--- src/rtl/instr_decode_buffer.sv ---
// Instruction FIFO feeding a registered MIPS field splitter; push-to-dec_valid latency is 2 cycles.
// Output registers hold while dec_valid && !dec_ready; instr_ready drops only when the FIFO is full.
module instr_decode_buffer #(
  parameter int                   DEPTH        = 4,
  parameter int                   XLEN         = 32,
  parameter int                   STATE_W      = 3,
  parameter logic [STATE_W-1:0]   DECODE_STATE = 3'd1
) (
  input  logic                       CLK,
  input  logic                       RST,
  input  logic [STATE_W-1:0]         state,
  input  logic                       flush,
  input  logic                       instr_valid,
  input  logic [31:0]                instr,
  output logic                       instr_ready,
  output logic                       dec_valid,
  input  logic                       dec_ready,
  output logic [5:0]                 opcode,
  output logic [4:0]                 rs,
  output logic [4:0]                 rt,
  output logic [4:0]                 rd,
  output logic [4:0]                 shamt,
  output logic [5:0]                 funct,
  output logic [XLEN-1:0]            imm_ext,
  output logic [25:0]                jaddr,
  output logic                       is_rtype,
  output logic                       is_jtype,
  output logic [$clog2(DEPTH):0]     count
);

  localparam int AW = $clog2(DEPTH);
  localparam int CW = AW + 1;

  logic [31:0]     mem_q [DEPTH];
  logic [AW-1:0]   wr_ptr_q, rd_ptr_q;
  logic [CW-1:0]   count_q, count_d;
  logic            dec_valid_q;
  logic [5:0]      opcode_q, funct_q;
  logic [4:0]      rs_q, rt_q, rd_q, shamt_q;
  logic [XLEN-1:0] imm_ext_q, imm_ext_d;
  logic [25:0]     jaddr_q;
  logic            is_rtype_q, is_jtype_q;

  logic            push, load;
  logic [31:0]     head_w;
  logic [15:0]     head_imm;

  assign instr_ready = RST && (count_q != CW'(DEPTH));
  assign push        = instr_valid && instr_ready;
  assign load        = (state == DECODE_STATE) && (count_q != '0) && (!dec_valid_q || dec_ready);

  assign head_w   = mem_q[rd_ptr_q];
  assign head_imm = head_w[15:0];

  // Logical ops take an unsigned immediate, lui places it in the upper half.
  always_comb begin
    imm_ext_d = XLEN'($signed(head_imm));
    case (head_w[31:26])
      6'h0C, 6'h0D, 6'h0E: imm_ext_d = XLEN'(head_imm);
      6'h0F:               imm_ext_d = XLEN'({head_imm, 16'h0000});
      default:             imm_ext_d = XLEN'($signed(head_imm));
    endcase
  end

  always_comb begin
    count_d = count_q;
    if (push && !load)      count_d = count_q + CW'(1);
    else if (load && !push) count_d = count_q - CW'(1);
  end

  always_ff @(posedge CLK) begin
    if (push && !flush) mem_q[wr_ptr_q] <= instr;
  end

  always_ff @(posedge CLK) begin
    if (!RST) begin
      wr_ptr_q    <= '0;
      rd_ptr_q    <= '0;
      count_q     <= '0;
      dec_valid_q <= 1'b0;
      opcode_q    <= '0;
      rs_q        <= '0;
      rt_q        <= '0;
      rd_q        <= '0;
      shamt_q     <= '0;
      funct_q     <= '0;
      imm_ext_q   <= '0;
      jaddr_q     <= '0;
      is_rtype_q  <= 1'b0;
      is_jtype_q  <= 1'b0;
    end else if (flush) begin
      // Field registers keep their last values; only the valid bit and queue state are dropped.
      wr_ptr_q    <= '0;
      rd_ptr_q    <= '0;
      count_q     <= '0;
      dec_valid_q <= 1'b0;
    end else begin
      count_q <= count_d;
      if (push) wr_ptr_q <= wr_ptr_q + AW'(1);
      if (load) begin
        rd_ptr_q    <= rd_ptr_q + AW'(1);
        dec_valid_q <= 1'b1;
        opcode_q    <= head_w[31:26];
        rs_q        <= head_w[25:21];
        rt_q        <= head_w[20:16];
        rd_q        <= head_w[15:11];
        shamt_q     <= head_w[10:6];
        funct_q     <= head_w[5:0];
        imm_ext_q   <= imm_ext_d;
        jaddr_q     <= head_w[25:0];
        is_rtype_q  <= (head_w[31:26] == 6'h00);
        is_jtype_q  <= (head_w[31:26] == 6'h02) || (head_w[31:26] == 6'h03);
      end else if (dec_valid_q && dec_ready) begin
        dec_valid_q <= 1'b0;
      end
    end
  end

  assign dec_valid = dec_valid_q;
  assign opcode    = opcode_q;
  assign rs        = rs_q;
  assign rt        = rt_q;
  assign rd        = rd_q;
  assign shamt     = shamt_q;
  assign funct     = funct_q;
  assign imm_ext   = imm_ext_q;
  assign jaddr     = jaddr_q;
  assign is_rtype  = is_rtype_q;
  assign is_jtype  = is_jtype_q;
  assign count     = count_q;

endmodule

--- config.mk ---
export PLATFORM = sky130hd
export DESIGN_NAME = instr_decode_buffer
export DESIGN_NICKNAME = d
export VERILOG_FILES = /design/src/rtl/instr_decode_buffer.sv
export SDC_FILE = /design/constraint.sdc
export NUM_CORES = 1
export LEC_CHECK = 0
export ABC_AREA = 1
export BUFFER_PORTS_ARGS = -buffer_cell sky130_fd_sc_hd__buf_4
export CORE_UTILIZATION = 40
export CTS_CLUSTER_DIAMETER = 40
export DETAILED_ROUTE_END_ITERATION = 6
export PLACE_DENSITY = 0.64
export SYNTH_ARGS = -nofsm -noshare
export SYNTH_HDL_FRONTEND = slang
export SYNTH_SLANG_ARGS = --single-unit
--- constraint.sdc ---
create_clock -name CLK -period 3.42 [get_ports CLK]
set_input_delay 0.684 -clock CLK [delete_from_list [all_inputs] [get_ports CLK]]
set_output_delay 0.684 -clock CLK [all_outputs]
set_load 0.01 [all_outputs]
* Word-level counts from Yosys, hierarchy flattened
Memories as Yosys holds them, arrays and structs flattened. A register that Yosys moved wholly into a read port is not among the register bits. Index checks and enable logic that the tools add are counted. W data, S select, Z words.
Cells by class: bitwise logic cells 2, add/sub/neg operators 4, multiplexer cells 9, reductions and logical operators 21, equality and inequality tests 8
Operator list (number):
- $pmux W32 S2 | 1
- $eq A6 B4 Y1 const B | 4
- $eq A6 B2 Y1 const B | 2
- $logic_and A1 B1 Y1 | 8
- $logic_not A6 Y1 | 1
- $mux W3 | 2
- $add A2 B1 Y2 const B | 2
- $logic_not A1 Y1 | 4
- $mux W1 | 4
- $mux W2 | 2
- $reduce_bool A2 Y1 | 2
- $add A3 B1 Y3 const B | 1
- $eq A3 B1 Y1 const B | 1
- $ne A3 B3 Y1 const B | 1
- $reduce_bool A3 Y1 | 1
- $reduce_or A3 Y1 | 1
- $sub A3 B1 Y3 const B | 1
- $logic_or A1 B1 Y1 | 2
- $not A1 Y1 | 2
- $reduce_and A2 Y1 | 1
- $reduce_or A2 Y1 | 1
Word-level totals: word-level logic and storage cells 59, flip-flop bits (word level) 100, output and inout port bits 97, input port bits 40, memories 1, bits in writable memories 128
Memory list:
- mem_q | depth 4, width 32, read ports 1, clocked after memory_dff 1, write ports 1, line 34 | logic [31:0] mem_q [DEPTH];

* Logic depth before layout (Yosys ltp)
depth after elaboration 7, gate-level depth with buffers 12, mapped depth without buffers 11

* Least setup slack after synthesis
OpenSTA, ideal clock, no wires.
path kind input to register, from input RST, to memory mem_q[0][0] (enable), setup time 421 ps, data arrival time 2724 ps, stages on the path 6, data required time 2999 ps, slack 275 ps, buffers on the path 0, cell sequence inv_2 a31oi_1 nand2_1 inv_1 nand2_1 nor2_1
On the way: longest elaborated chain between the ends 5
Ends and longest elaborated chain:
- start: declaration | line 10 | input logic RST,
- $logic_and A1 B1 Y1 | line 48 | assign instr_ready = RST && (count_q != CW'(DEPTH));
- named net instr_ready | line 15 | output logic instr_ready,
- $logic_and A1 B1 Y1 | line 49 | assign push = instr_valid && instr_ready;
- named net push | line 44 | logic push, load;
- $logic_and A1 B1 Y1 | line 72 | if (push && !flush) mem_q[wr_ptr_q] <= instr;
- $mux W1 | line 72
- $mux W1 (not written as such) | line 72
- end: declaration | line 34
The timed path passes the listed nets, and every way through them passes these cells.

==> flow_metrics.py <==
metrics = {
    "run_status": {
        "outcome": "finished, final reports clean",
    },
    "timing": {
        "fmax_mhz": 440.9,
        "slew_violations": 0,
        "tns_ns": 0,
        "rsz0062_at_grt": "no",
        "worst_pin_slew_ns": 0.7348,
        "relSlewSlack_pct": 51.01,
        "setup_violations": 0,
        "clock_skew_ns": 0.01435,
        "hold_viol": 0,
        "period_needed_ns": 2.268,
        "period_share_pct": 66.32,
    },
    "pwr": {
        "p_clk_share_pct": 51.3,
        "ir_drop_uv": 343.3,
        "total_power_w": 0.005792,
        "p_int_w": 0.004535,
        "p_leak_nw": 4.070,
        "combPwrFrac_pct": 3.0,
        "power_switching_w": 0.001257,
        "pwr_density_cell_mw_per_mm2": 571.5,
        "p_sw_share_pct": 21.70,
        "seq_power_share_pct": 45.7,
    },
    "clock_network": {
        "cts_made_buffers": 29,
        "clockBufferDepth": 3,
        "holdBufCountCts": 0,
        "insertion_delay_ns": 0.53,
        "cts_tree": "built",
        "cts_htree_levels": 1,
        "clk_pin_slew_ns": 0.06,
        "postCtsResizedCells": 0,
        "clockRootBuffer": "clkbuf_16",
        "cts.sinks": 204,
        "post_cts_buffers": 0,
    },
    "grt": {
        "grt_pass1_vias": 5081,
        "grt_usage_pct": 17.05,
        "overflow": 0,
        "antenna_found_initial": 0,
        "grt_pass1_wl_mm": 27.12,
        "grt_max_degree": 65,
    },
    "critical_path": {
        "crit_buf_inv": 1,
        "cp.required_ns": 3.79,
        "crit_type": "flip-flop to flip-flop",
        "crit_chain": "buf_4 > nand2_1 > nand3_1 > nand2_1 > nor2_4 > nand3_4 > nand2_1 > a21oi_1",
        "crit_arrival_ns": 2.64,
        "critical_path.most_common_cell": "nand2_1",
        "startpoint_type": "flip-flop",
        "crit_family": "simple AND/OR/NAND/NOR gates",
        "rr_endpoint": "imm_ext[10]",
        "reg2regPathDepth": 8,
        "slowest_delay_ns": 0.56,
        "endpoint_kind": "flip-flop",
        "cp_slowest_cell": "buf_4",
        "r2r_slack_ns": 1.15,
        "cp_max_fo": 64,
    },
    "logic_synthesis": {
        "ys_top_cells_by_count": "170 x nand2_1, 128 x edfxtp_1, 124 x nor2_1, 76 x dfxtp_1, 58 x a21oi_1",
        "postSynthAreaPerCell_sq_um": 10.31,
        "async_reset_ff_share_pct": 0,
        "synth_area_sq_mm": 0.008110,
        "synthDistinctLibCells": 28,
        "synth-seq-cells": 204,
        "yosysTopAreaCellShare_pct": 47.39,
        "ys_warn_count": 0,
        "post-synth-top-count-cell": "nand2_1",
        "synth_cells": 787,
        "yosysSeqAreaShare_pct": 66.15,
        "synth_ff_type": "edfxtp_1",
        "yosys-top-cells-area": "edfxtp_1 47%, dfxtp_1 19%, nand2_1 7.9%, nor2_1 5.7%, a21oi_1 3.6%",
        "synth_edf_count": 128,
        "syn-num-nets": 833,
        "yosys.area.top_type": "edfxtp_1",
    },
    "die": {
        "die_w_microns": 144.4,
        "coreArea_sq_mm": 0.01965,
        "num_rows": 51,
        "io_pins": 137,
        "start_util_pct": 41.27,
        "die_area_sq_mm": 0.02085,
        "die_y_microns": 144.4,
    },
    "routing": {
        "drtIter0Drc": 240,
        "drc": 0,
        "drt_pass1_iterations": 5,
        "vias": 5595,
        "ant_nets": 0,
        "viasPerCell": 4.718,
        "wl_per_cell_microns": 14.85,
        "wl_mm": 17.62,
    },
    "worst_hold_path": {
        "min_path_cells": 1,
        "hp-start": "instr[14]",
        "worstHoldEndpoint": "mem_q[0][14]",
        "hold_class": "input pin to flip-flop",
    },
    "placement": {
        "gp_congestion": 0.7933,
        "placed_area_sq_mm": 0.009150,
        "io_buffers": 136,
        "hpwl_mm": 10.22,
    },
    "cells_and_area": {
        "stdcell_area_sq_mm": 0.01014,
        "drive_gt1_share_pct": 25.52,
        "n_antenna_cell": 0,
        "area_delta_synth_final_pct": 24.98,
        "fillers": 1802,
        "final_nets": 944,
    },
    "job": {
        "maxCapViolCount": 0,
    },
}
how the worst max path moves through the flow:
stage	cells past startpoint	endpoint
after floorplan	6	mem_q[0][0]
after CTS	8	imm_ext[10]
after detailed placement	8	mem_q[3][11]
after global placement	8	mem_q[3][17]
after global routing	9	imm_ext[22]
final	8	imm_ext[10]
state kept, by name, indices dropped and copies added, names as in the netlist, named ones only:
register   cells
mem_q        128
is_rtype       1
rd             4
shamt          4
dec_valid      1
rs             5
wr_ptr_q       2
jaddr          4
funct          5
opcode         6
rd_ptr_q       2
count          3
rt             4
is_jtype       1
imm_ext       32
cells by family after synthesis:
kind of cell,after synthesis,share of synthesized area (%)
simple gates,337,17.23
fa+ha+maj,6,1.018
buf+inv,108,7.220
compound gates,132,8.377
flops,204,66.15
placed cells by master (no fill, tap or decap), drive strengths merged, types with 4 or more instances in the layout:
| cell type | synthesis | layout |
|---|---|---|
| dfxtp | 76 | 76 |
| o21ai | 61 | 61 |
| clkinv | 0 | 4 |
| buf | 50 | 145 |
| inv | 43 | 52 |
| nand2 | 175 | 175 |
| a21oi | 58 | 58 |
| ha | 5 | 5 |
| edfxtp | 128 | 128 |
| o22ai | 10 | 10 |
| clkbuf | 15 | 30 |
| clkinvlp | 0 | 8 |
| nand3 | 19 | 19 |
| nor2 | 141 | 141 |
power groups by stage:
stage / Combinational [W] / Clock [W] / Sequential (W)
2_1_floorplan: 0.0000800 / 0 / 0.00270
6_report: 0.000173 / 0.00297 / 0.00265
3_5_place_dp: 0.000174 / 0 / 0.00270
5_1_grt: 0.000193 / 0.00314 / 0.00265
4_1_cts: 0.000175 / 0.00303 / 0.00265
3_3_place_gp: 0.000172 / 0 / 0.00270
routing by layer:
metal  global-route usage [%]  wire [microns]  share of wire [%]  vias up
met5                        0               0                  0        -
met3                    4.040            1217                6.9       25
met4                    4.598             362                2.1        0
li1                         -               -                  -     2820
met1                    22.66            7950                 45     2563
met2                    27.83            8088                 46      187
worst register-to-register path: stages (launching register included):
cell and delay (ns):
dfxtp_2 0.34, buf_4 0.56, nand2_1 0.12, nand3_1 0.11, nand2_1 0.13, nor2_4 0.19, nand3_4 0.37, nand2_1 0.23
a21oi_1 0.08
area by class of cell:
cell class	count	area, sq um	share of cell area (%)
Clock buffer	30	739.5	7.295
Clock inverter	24	246.5	2.432
Inverter	43	161.4	1.592
Multi-Input combinational cell	475	2190	21.60
Sequential cell	204	5366	52.94
Tap cell	265	331.6	3.271
Timing Repair Buffer	145	1101	10.86
per-stage QoR:
step / hold slack [ns] / util [%] / cells / setup WS [ns]
3_3_place_gp: 0.4494 / 46.56 / 1132 / 0.8976
2_1_floorplan: 0.4356 / - / 787 / 0.2748
4_1_cts: 0.3328 / 51.57 / 1186 / 1.087
5_1_grt: 0.3314 / 51.57 / 1186 / 0.9443
6_report: 0.3503 / 51.57 / 1186 / 1.152
3_5_place_dp: 0.4565 / 46.56 / 1132 / 0.8730
(Power assumes the default switching activity.)
